$ cat src/rtl/cla_1bit.sv
`default_nettype none
// ============================================================================
// Module   : cla_1bit
// Purpose  : Single-bit carry-lookahead adder cell with registered outputs.
//            Forms propagate/generate terms from a and b, then sum and
//            carry-out from those terms and cin. Leaf cell of the
//            carry-lookahead adder tree; optional P/G outputs feed the
//            higher-level lookahead carry unit.
// Ports    : clk       - rising-edge clock
//            rst       - synchronous, active-high reset
//            in_valid  - a/b/cin valid this cycle
//            a, b      - operand bits
//            cin       - carry-in
//            sum       - registered sum bit
//            cout      - registered carry-out
//            out_valid - sum/cout hold a result from a valid input
//            p, g      - registered propagate/generate terms
//                        (present only when CLA_1BIT_PG_EN is defined)
// Config   : CLA_1BIT_PG_EN - enables the p/g output ports and registers
// Revision : 1.0 - initial release
// ============================================================================
module cla_1bit (
  input  logic clk,
  input  logic rst,
  input  logic in_valid,
  input  logic a,
  input  logic b,
  input  logic cin,
  output logic sum,
  output logic cout,
`ifdef CLA_1BIT_PG_EN
  output logic p,
  output logic g,
`endif
  output logic out_valid
);

  logic w_p;
  logic w_g;
  logic w_s;
  logic w_c;

  // Lookahead form: carry is generated locally or propagated from cin.
  assign w_p = a ^ b;
  assign w_g = a & b;
  assign w_s = w_p ^ cin;
  assign w_c = w_g | (w_p & cin);

  // Data registers only load on valid input, so unknown operands presented
  // while in_valid is low never reach the state.
  always_ff @(posedge clk) begin
    if (rst) begin
      sum       <= 1'b0;
      cout      <= 1'b0;
      out_valid <= 1'b0;
    end else begin
      out_valid <= in_valid;
      if (in_valid) begin
        sum  <= w_s;
        cout <= w_c;
      end
    end
  end

`ifdef CLA_1BIT_PG_EN
  always_ff @(posedge clk) begin
    if (rst) begin
      p <= 1'b0;
      g <= 1'b0;
    end else if (in_valid) begin
      p <= w_p;
      g <= w_g;
    end
  end
`endif

endmodule
`default_nettype wire

$ cat config.mk
export PLATFORM = sky130hd
export DESIGN_NAME = cla_1bit
export DESIGN_NICKNAME = d
export VERILOG_FILES = /design/src/rtl/cla_1bit.sv
export SDC_FILE = /design/constraint.sdc
export NUM_CORES = 1
export LEC_CHECK = 0
export CAP_MARGIN = 40
export CORE_AREA = 3 3 40 42
export DETAILED_ROUTE_END_ITERATION = 8
export DIE_AREA = 0 0 43 45
export PLACE_DENSITY = 0.33
export SYNTH_ARGS = -nofsm -noshare
export SYNTH_HDL_FRONTEND = slang
export SYNTH_SLANG_ARGS = --single-unit
$ cat constraint.sdc
create_clock -name clk -period 2.24 [get_ports clk]
set_clock_uncertainty 0.2 [all_clocks]
set_input_delay 0.336 -clock clk [delete_from_list [all_inputs] [get_ports clk]]
set_output_delay 0.336 -clock clk [all_outputs]
set_load 0.02 [all_outputs]
-- Word level (Yosys, flattened, before mapping)
Cells that the tools add are included.
- input port bits: 6
- flip-flop bits (word level): 3
- logic and storage cells: 8
- bitwise logic cells: 5
- operator list (cell ; number):
    $and A1 B1 Y1 ; 2
    $xor A1 B1 Y1 ; 2
    $or A1 B1 Y1 ; 1

-- Logic depth before layout (Yosys ltp)
Gate-level depths: netlist of the first run.
- word-level depth: 3
- mapped depth: 3
- gate-level depth less buffers: 3

-- Least setup slack after synthesis of the first run
Ideal clock, no wire load.
- path kind: input to register
- from: input port a
- to: register sum
- arrival: 957 ps
- slack: 969 ps
- stages: 3
- path through: fa_1 -> mux2i_1 -> nor2_1
- longest elaborated chain between the ends: 2
- RTL lines (item ; RTL line ; text):
    start: declaration ; 26 ; input logic a,
    $xor A1 B1 Y1 ; 44 ; assign w_p = a ^ b;
    $xor A1 B1 Y1 ; 46 ; assign w_s = w_p ^ cin;
    end signal: assignment ; 59 ; sum <= w_s;
    end: declaration ; 29 ; output logic sum,
No other way between the ends.
A chain may end at the register's enable or synchronous reset.

-- Worst setup path after layout of the first run
- from: register cout
- to: output port cout
- RTL lines (item ; RTL line ; text):
    start: declaration ; 30 ; output logic cout,
    start signal: assignment ; 60 ; cout <= w_c;
No word-level cell between the ends.

==> implementation parameters, run 1 <==
Parameter                              Value

CTS
  Number of CTS-inserted buffers    3
  Library cell used as clock root buffer    sky130_fd_sc_hd__clkbuf_4
  Number of levels in the clock H-tree    1
  Total setup buffers inserted after CTS    0
  Max clock buf depth    2
  Cts hold-fix bufs    0
  Reg clk slew, reported paths    0.04 ns
  TritonCTS clock tree    done
  Resized cells post-CTS    0
  Sink Count    3
  Clock network latency to the later pin of the worst-skew pair    0.24 ns

Timing
  Summed negative setup slack over all endpoints    0 ns
  RSZ-0062 raised after global routing    false
  Worst hold slack across all endpoints    0.317 ns
  Slew @ Worst Pin    0.220 ns
  Achievable Freq    585 MHz
  Fin. Hold Viols    0
  Min Tclk post-route    1.71 ns
  Max Transition Viols Final    0
  Setup slack after layout    0.532 ns
  Setup violation total in the final timing report    0
  Share of the clock period used by the worst path    76.3%
  Remaining max-slew budget at the tightest pin    85.3%

Worst setup path
  CP max stage cell    sky130_fd_sc_hd__clkdlybuf4s50_1
  Critical path, cell by cell    clkdlybuf4s50_1
  Required arrival time at the worst endpoint    1.70 ns
  Largest incremental delay on the critical path    0.61 ns
  Beginning of the worst register-to-register path    cout
  Critical path launch point type    flip-flop
  Category of cells accounting for the largest share of critical-path delay    buffers and inverters
  Critical Path Start    cout
  Worst path buffer plus inverter count    1
  Arrival @ worst endpoint    1.17 ns
  CP Class    flip-flop to output pin
  Nature of the critical path endpoint    output pin
  Maximum fanout along the worst path    2

Floorplanning
  Floorplan die area    1940 sq um
  Cell row count    13
  Height of the die    45 um
  Boundary Pins    9
  Horizontal die dimension    43 um
  Starting Density    8.86%
  Core area    1280 sq um

Power and ir drop
  Worst vdd ir    0.250 mV
  Leakage    0.0951 nW
  Power density over cell area    788 nW/um^2
  Overall power after layout    0.188 mW

Place
  Placed cell count    32
  Place WS    0.462 ns
  Number of buffers inserted by port buffering    8
  Global placement routability congestion    0.634
  Post-detailed-placement cell area    213 sq um

Layout
  Filler Cells Inserted    148
  Share of final-layout standard cells stronger than drive strength 1    14.3%
  Final layout net count    29
  Area growth from synthesis to layout    110%
  Core utilization of the finished layout    18.6%
  Final Instance Count excl. Fillers    36
  Number of diodes    0
  Finished layout cell area    239 sq um

Global routing
  GR Util All Layers    4.16%
  First-pass GRT wire length    489 um
  Maximum number of pins on one net before global-route repair    4
  Number of antenna violations at the first check in global routing    0
  Via count of the first global-routing pass    127
  Global route total overflow    0

Detailed routing
  DRC violations left    0
  Number of DRC markers in iteration 0    2
  Drt total wl    336 um
  Routed length per placed instance    9.33 um
  Count of TritonRoute iterations in the first routing pass    2
  Via density per instance    3.14
  ANT nets after route    0
  Vias    113

Synth
  Cells taking the most area after synthesis    sky130_fd_sc_hd__dfxtp_1, sky130_fd_sc_hd__fa_1, sky130_fd_sc_hd__mux2i_1, sky130_fd_sc_hd__nor2_1, sky130_fd_sc_hd__nor2b_1
  Post-Synthesis Mean Instance Area    12.7 sq um
  Library cell occupying the most area in the post-synthesis netlist    sky130_fd_sc_hd__dfxtp_1
  Flip-flop and latch count after synthesis    3
  Post-synth cell types    5
  Number of warnings reported in the yosys synthesis log    0
  Number of nets in the synthesized netlist    16
  Portion of the post-synthesis area used by sequential elements    52.7%
  Area share of the leading cell type in the synthesized netlist    52.7%
  Post-synth design cell area    114 sq um
  Number of instances in the synthesized netlist    9

Run
  Number of maximum-capacitance constraint violations    0

Worst hold path
  Worst hold start    sum
  Classification of the worst-slack hold path    flip-flop to flip-flop

Status
  Run status    finished clean
[final cells by class]
| type | instances | area [sq um] | share of cell area, % |
|---|---|---|---|
| clock buffer | 4 | 26.3 | 11.0 |
| multi-input combinational | 6 | 53.8 | 22.5 |
| sequential | 3 | 60.1 | 25.1 |
| tap | 15 | 18.8 | 7.85 |
| timing repair buffer | 8 | 80.1 | 33.5 |
[cell usage in the layout (no fill, tap or decap)]
cell type and n:
sky130_fd_sc_hd__nor2_1 2, sky130_fd_sc_hd__mux2i_1 2, sky130_fd_sc_hd__nor2b_1 1, sky130_fd_sc_hd__fa_1 1, sky130_fd_sc_hd__clkbuf_4 3, sky130_fd_sc_hd__clkbuf_1 1, sky130_fd_sc_hd__dfxtp_1 3, sky130_fd_sc_hd__clkdlybuf4s50_1 8
[worst register-to-register path, cell delays in order, from the launching register on]
cell,delay [ns]
sky130_fd_sc_hd__dfxtp_1,0.30
sky130_fd_sc_hd__mux2i_1,0.13
sky130_fd_sc_hd__nor2_1,0.06
[worst paths after layout]
path          end  slack, ns  cells past startpoint
max          cout       0.53                      1
min           sum       0.32                      2
max reg2reg  cout       1.44                      2
min reg2reg   sum       0.32                      2
[registers in the layout (all words and copies together) (netlist names)]
signal and flops:
sum 1, cout 1, out_valid 1
[report_power, final]
part	switching [mW]	leakage (nW)	internal [mW]
logic	0.0125	0.0553	0.0184
registers	0.00180	0.0249	0.0576
clock network	0.0311	0.0150	0.0670
total	0.0454	0.0951	0.143
[synth_stat cells, drive strengths merged]
| cell type | instances |
|---|---|
| dfxtp | 3 |
| mux2i | 2 |
| fa | 1 |
| nor2 | 2 |
| nor2b | 1 |
[cells by family after synthesis]
kind of cell | after synthesis | synth area share (%)
flip-flops | 3 | 52.7
adder cells (fa/ha/maj) | 1 | 17.6
AND/OR/NAND/NOR | 3 | 12.1
multiplexers | 2 | 17.6
[layer usage]
layer,GRT usage [%],vias to the layer above,routed length [um]
li1,-,53,-
met2,5.39,7,146
met5,0,-,0
met1,2.65,53,127
met3,4.78,0,62
met4,5.42,0,0
No activity file was read; power rests on OpenSTA's default activity.
==> run 2: changes to the inputs <==
--- a/config.mk
+++ b/config.mk
@@ -9,7 +9,7 @@
 export CORE_AREA = 3 3 40 42
 export DETAILED_ROUTE_END_ITERATION = 8
 export DIE_AREA = 0 0 43 45
-export PLACE_DENSITY = 0.33
+export PLACE_DENSITY = 0.34
 export SYNTH_ARGS = -nofsm -noshare
 export SYNTH_HDL_FRONTEND = slang
 export SYNTH_SLANG_ARGS = --single-unit
==> constraint.sdc (replaced) <==
create_clock -name clk -period 1.5 [get_ports clk]
set_clock_uncertainty 0.2 [all_clocks]
set_input_delay 0.225 -clock clk [delete_from_list [all_inputs] [get_ports clk]]
set_output_delay 0.225 -clock clk [all_outputs]
set_load 0.02 [all_outputs]
==> implementation parameters, run 2 (synthesis gave the netlist of run 1 again) <==
Parameter                              Value

Run
  Number of maximum-capacitance constraint violations    0 (unchanged)

Layout
  Filler Cells Inserted    154 (+4.1%)
  Area growth from synthesis to layout    107%
  Final Instance Count excl. Fillers    36 (unchanged)
  Highest-count cells in the layout ignoring fill and taps    sky130_fd_sc_hd__clkdlybuf4s50_1, sky130_fd_sc_hd__clkbuf_4, sky130_fd_sc_hd__dfxtp_1, sky130_fd_sc_hd__dlygate4sd2_1
  Largest registers in the final layout    cout x1, out_valid x1, sum x1
  Final layout net count    29 (unchanged)
  Number of diodes    0 (unchanged)
  Finished layout cell area    235 sq um (-1.6%)
  Share of final-layout standard cells stronger than drive strength 1    14.3% (unchanged)
  Leading cell type in the layout, fill and taps excluded    sky130_fd_sc_hd__clkdlybuf4s50_1

Detailed routing
  Detailed-routed wire length on met2    109 um (-25%)
  Number of DRC markers in iteration 0    4 (+2)
  Met3 routed wirelength    42 um (-32%)
  DRC violations left    0 (unchanged)
  Count of TritonRoute iterations in the first routing pass    4 (+2)
  WL met1    109 um (-14%)
  Routed length per placed instance    7.25 um (-22%)
  Vias    105 (-7.1%)
  Via density per instance    2.92 (-7.1%)
  ANT nets after route    0 (unchanged)
  Highest metal layer used by the detailed router    met3
  Drt total wl    261 um (-22%)

Timing
  Share of the clock period used by the worst path    93.5%
  Remaining max-slew budget at the tightest pin    85.3% (about the same)
  Max Transition Viols Final    0 (unchanged)
  Achievable Freq    713 MHz
  Slew @ Worst Pin    0.222 ns (+0.00177 ns)
  Setup violation total in the final timing report    0 (unchanged)
  Summed negative setup slack over all endpoints    0 ns (unchanged)
  RSZ-0062 raised after global routing    false
  Fin. Hold Viols    0 (unchanged)
  Min Tclk post-route    1.40 ns

Status
  Run status    finished clean

Global routing
  Via count of the first global-routing pass    127 (unchanged)
  Global route total overflow    0 (unchanged)
  First-pass GRT wire length    441 um (-9.8%)
  Number of antenna violations at the first check in global routing    0 (unchanged)
  GR Util All Layers    3.58% (-0.58 points)
  Maximum number of pins on one net before global-route repair    4 (unchanged)

CTS
  Clock network latency to the later pin of the worst-skew pair    0.23 ns (about the same)
  Resized cells post-CTS    3 (+3)
  Max clock buf depth    2 (unchanged)
  Reg clk slew, reported paths    0.04 ns (about the same)
  Cts hold-fix bufs    0 (unchanged)
  TritonCTS clock tree    done
  Number of CTS-inserted buffers    3 (unchanged)
  Number of levels in the clock H-tree    1 (unchanged)
  Total setup buffers inserted after CTS    0 (unchanged)
  Sink Count    3 (unchanged)
  Library cell used as clock root buffer    sky130_fd_sc_hd__clkbuf_4

Power and ir drop
  Power density over cell area    1150 nW/um^2 (+46%)
  Leakage    0.106 nW (+11%)
  Overall power after layout    0.270 mW (+43%)
  Worst vdd ir    0.190 mV (-24%)

Place
  Post-detailed-placement cell area    213 sq um (unchanged)
  Number of buffers inserted by port buffering    8 (unchanged)
  Global placement routability congestion    0.656 (+3.5%)
  Placed cell count    32 (unchanged)

Worst setup path
  Arrival @ worst endpoint    1.32 ns (+0.15 ns)
  Critical path launch point type    primary input
  Required arrival time at the worst endpoint    1.42 ns (-0.28 ns)
  CP Class    primary input to flip-flop
  Nature of the critical path endpoint    flip-flop
  Maximum fanout along the worst path    1 (-1)

Floorplanning
  Cell row count    13 (unchanged)
  Horizontal die dimension    43 um (unchanged)
  Boundary Pins    9 (unchanged)
  Floorplan die area    1940 sq um (unchanged)
  Core area    1280 sq um (unchanged)
  Height of the die    45 um (unchanged)
  Starting Density    8.86% (unchanged)

Worst hold path
  Classification of the worst-slack hold path    flip-flop to flip-flop
run 2: cell count changes in the layout (fill, tap and decap cells not counted), sizes merged:
| cell | change |
|---|---|
| clkdlybuf4s50 | -3 |
| dlygate4sd2 | +3 |
run 2: worst max-delay path: stages:
cell and delay [ns]:
sky130_fd_sc_hd__clkdlybuf4s50_1 0.43, sky130_fd_sc_hd__fa_1 0.48, sky130_fd_sc_hd__mux2i_1 0.15, sky130_fd_sc_hd__nor2_1 0.05
run 2: metal layers:
layer	GRT usage [%]	vias to the layer above
met5	0	-
met4	3.61	0
met3	3.98	0
met2	3.59	6
met1	3.62	47
li1	-	52
run 2: final timing paths:
path	startpoint	end	slack (ns)	cells past startpoint
worst max register to register	cout	cout	0.73	2
worst max-delay path	a	sum	0.1	4
worst min-delay path	sum	sum	0.28	2
worst min register to register	sum	sum	0.28	2
run 2: layout make-up:
type | instances | area (sq um) | share of cell area (%)
clock buffers | 4 | 26.3 | 11.2
multi-input cells | 6 | 53.8 | 22.9
flip-flops and latches | 3 | 60.1 | 25.5
well taps | 15 | 18.8 | 7.98
repair buffers | 8 | 76.3 | 32.4
run 2: per-stage QoR:
step	utilization (%)	hold WS, ns	setup slack [ns]
global route	18.3	0.351	0.0381
floorplan	-	0.0966	0.340
global placement	16.6	0.283	-0.148
detailed placement	16.6	0.287	-0.155
finish	18.3	0.282	0.0972
CTS	18.3	0.291	0.0909
run 2: power breakdown:
group | internal, mW | switching (mW) | leakage, nW | total (mW)
combinational | 0.0236 | 0.0183 | 0.0658 | 0.0419
sequential | 0.0861 | 0.00201 | 0.0249 | 0.0881
clock | 0.0996 | 0.0406 | 0.0150 | 0.140
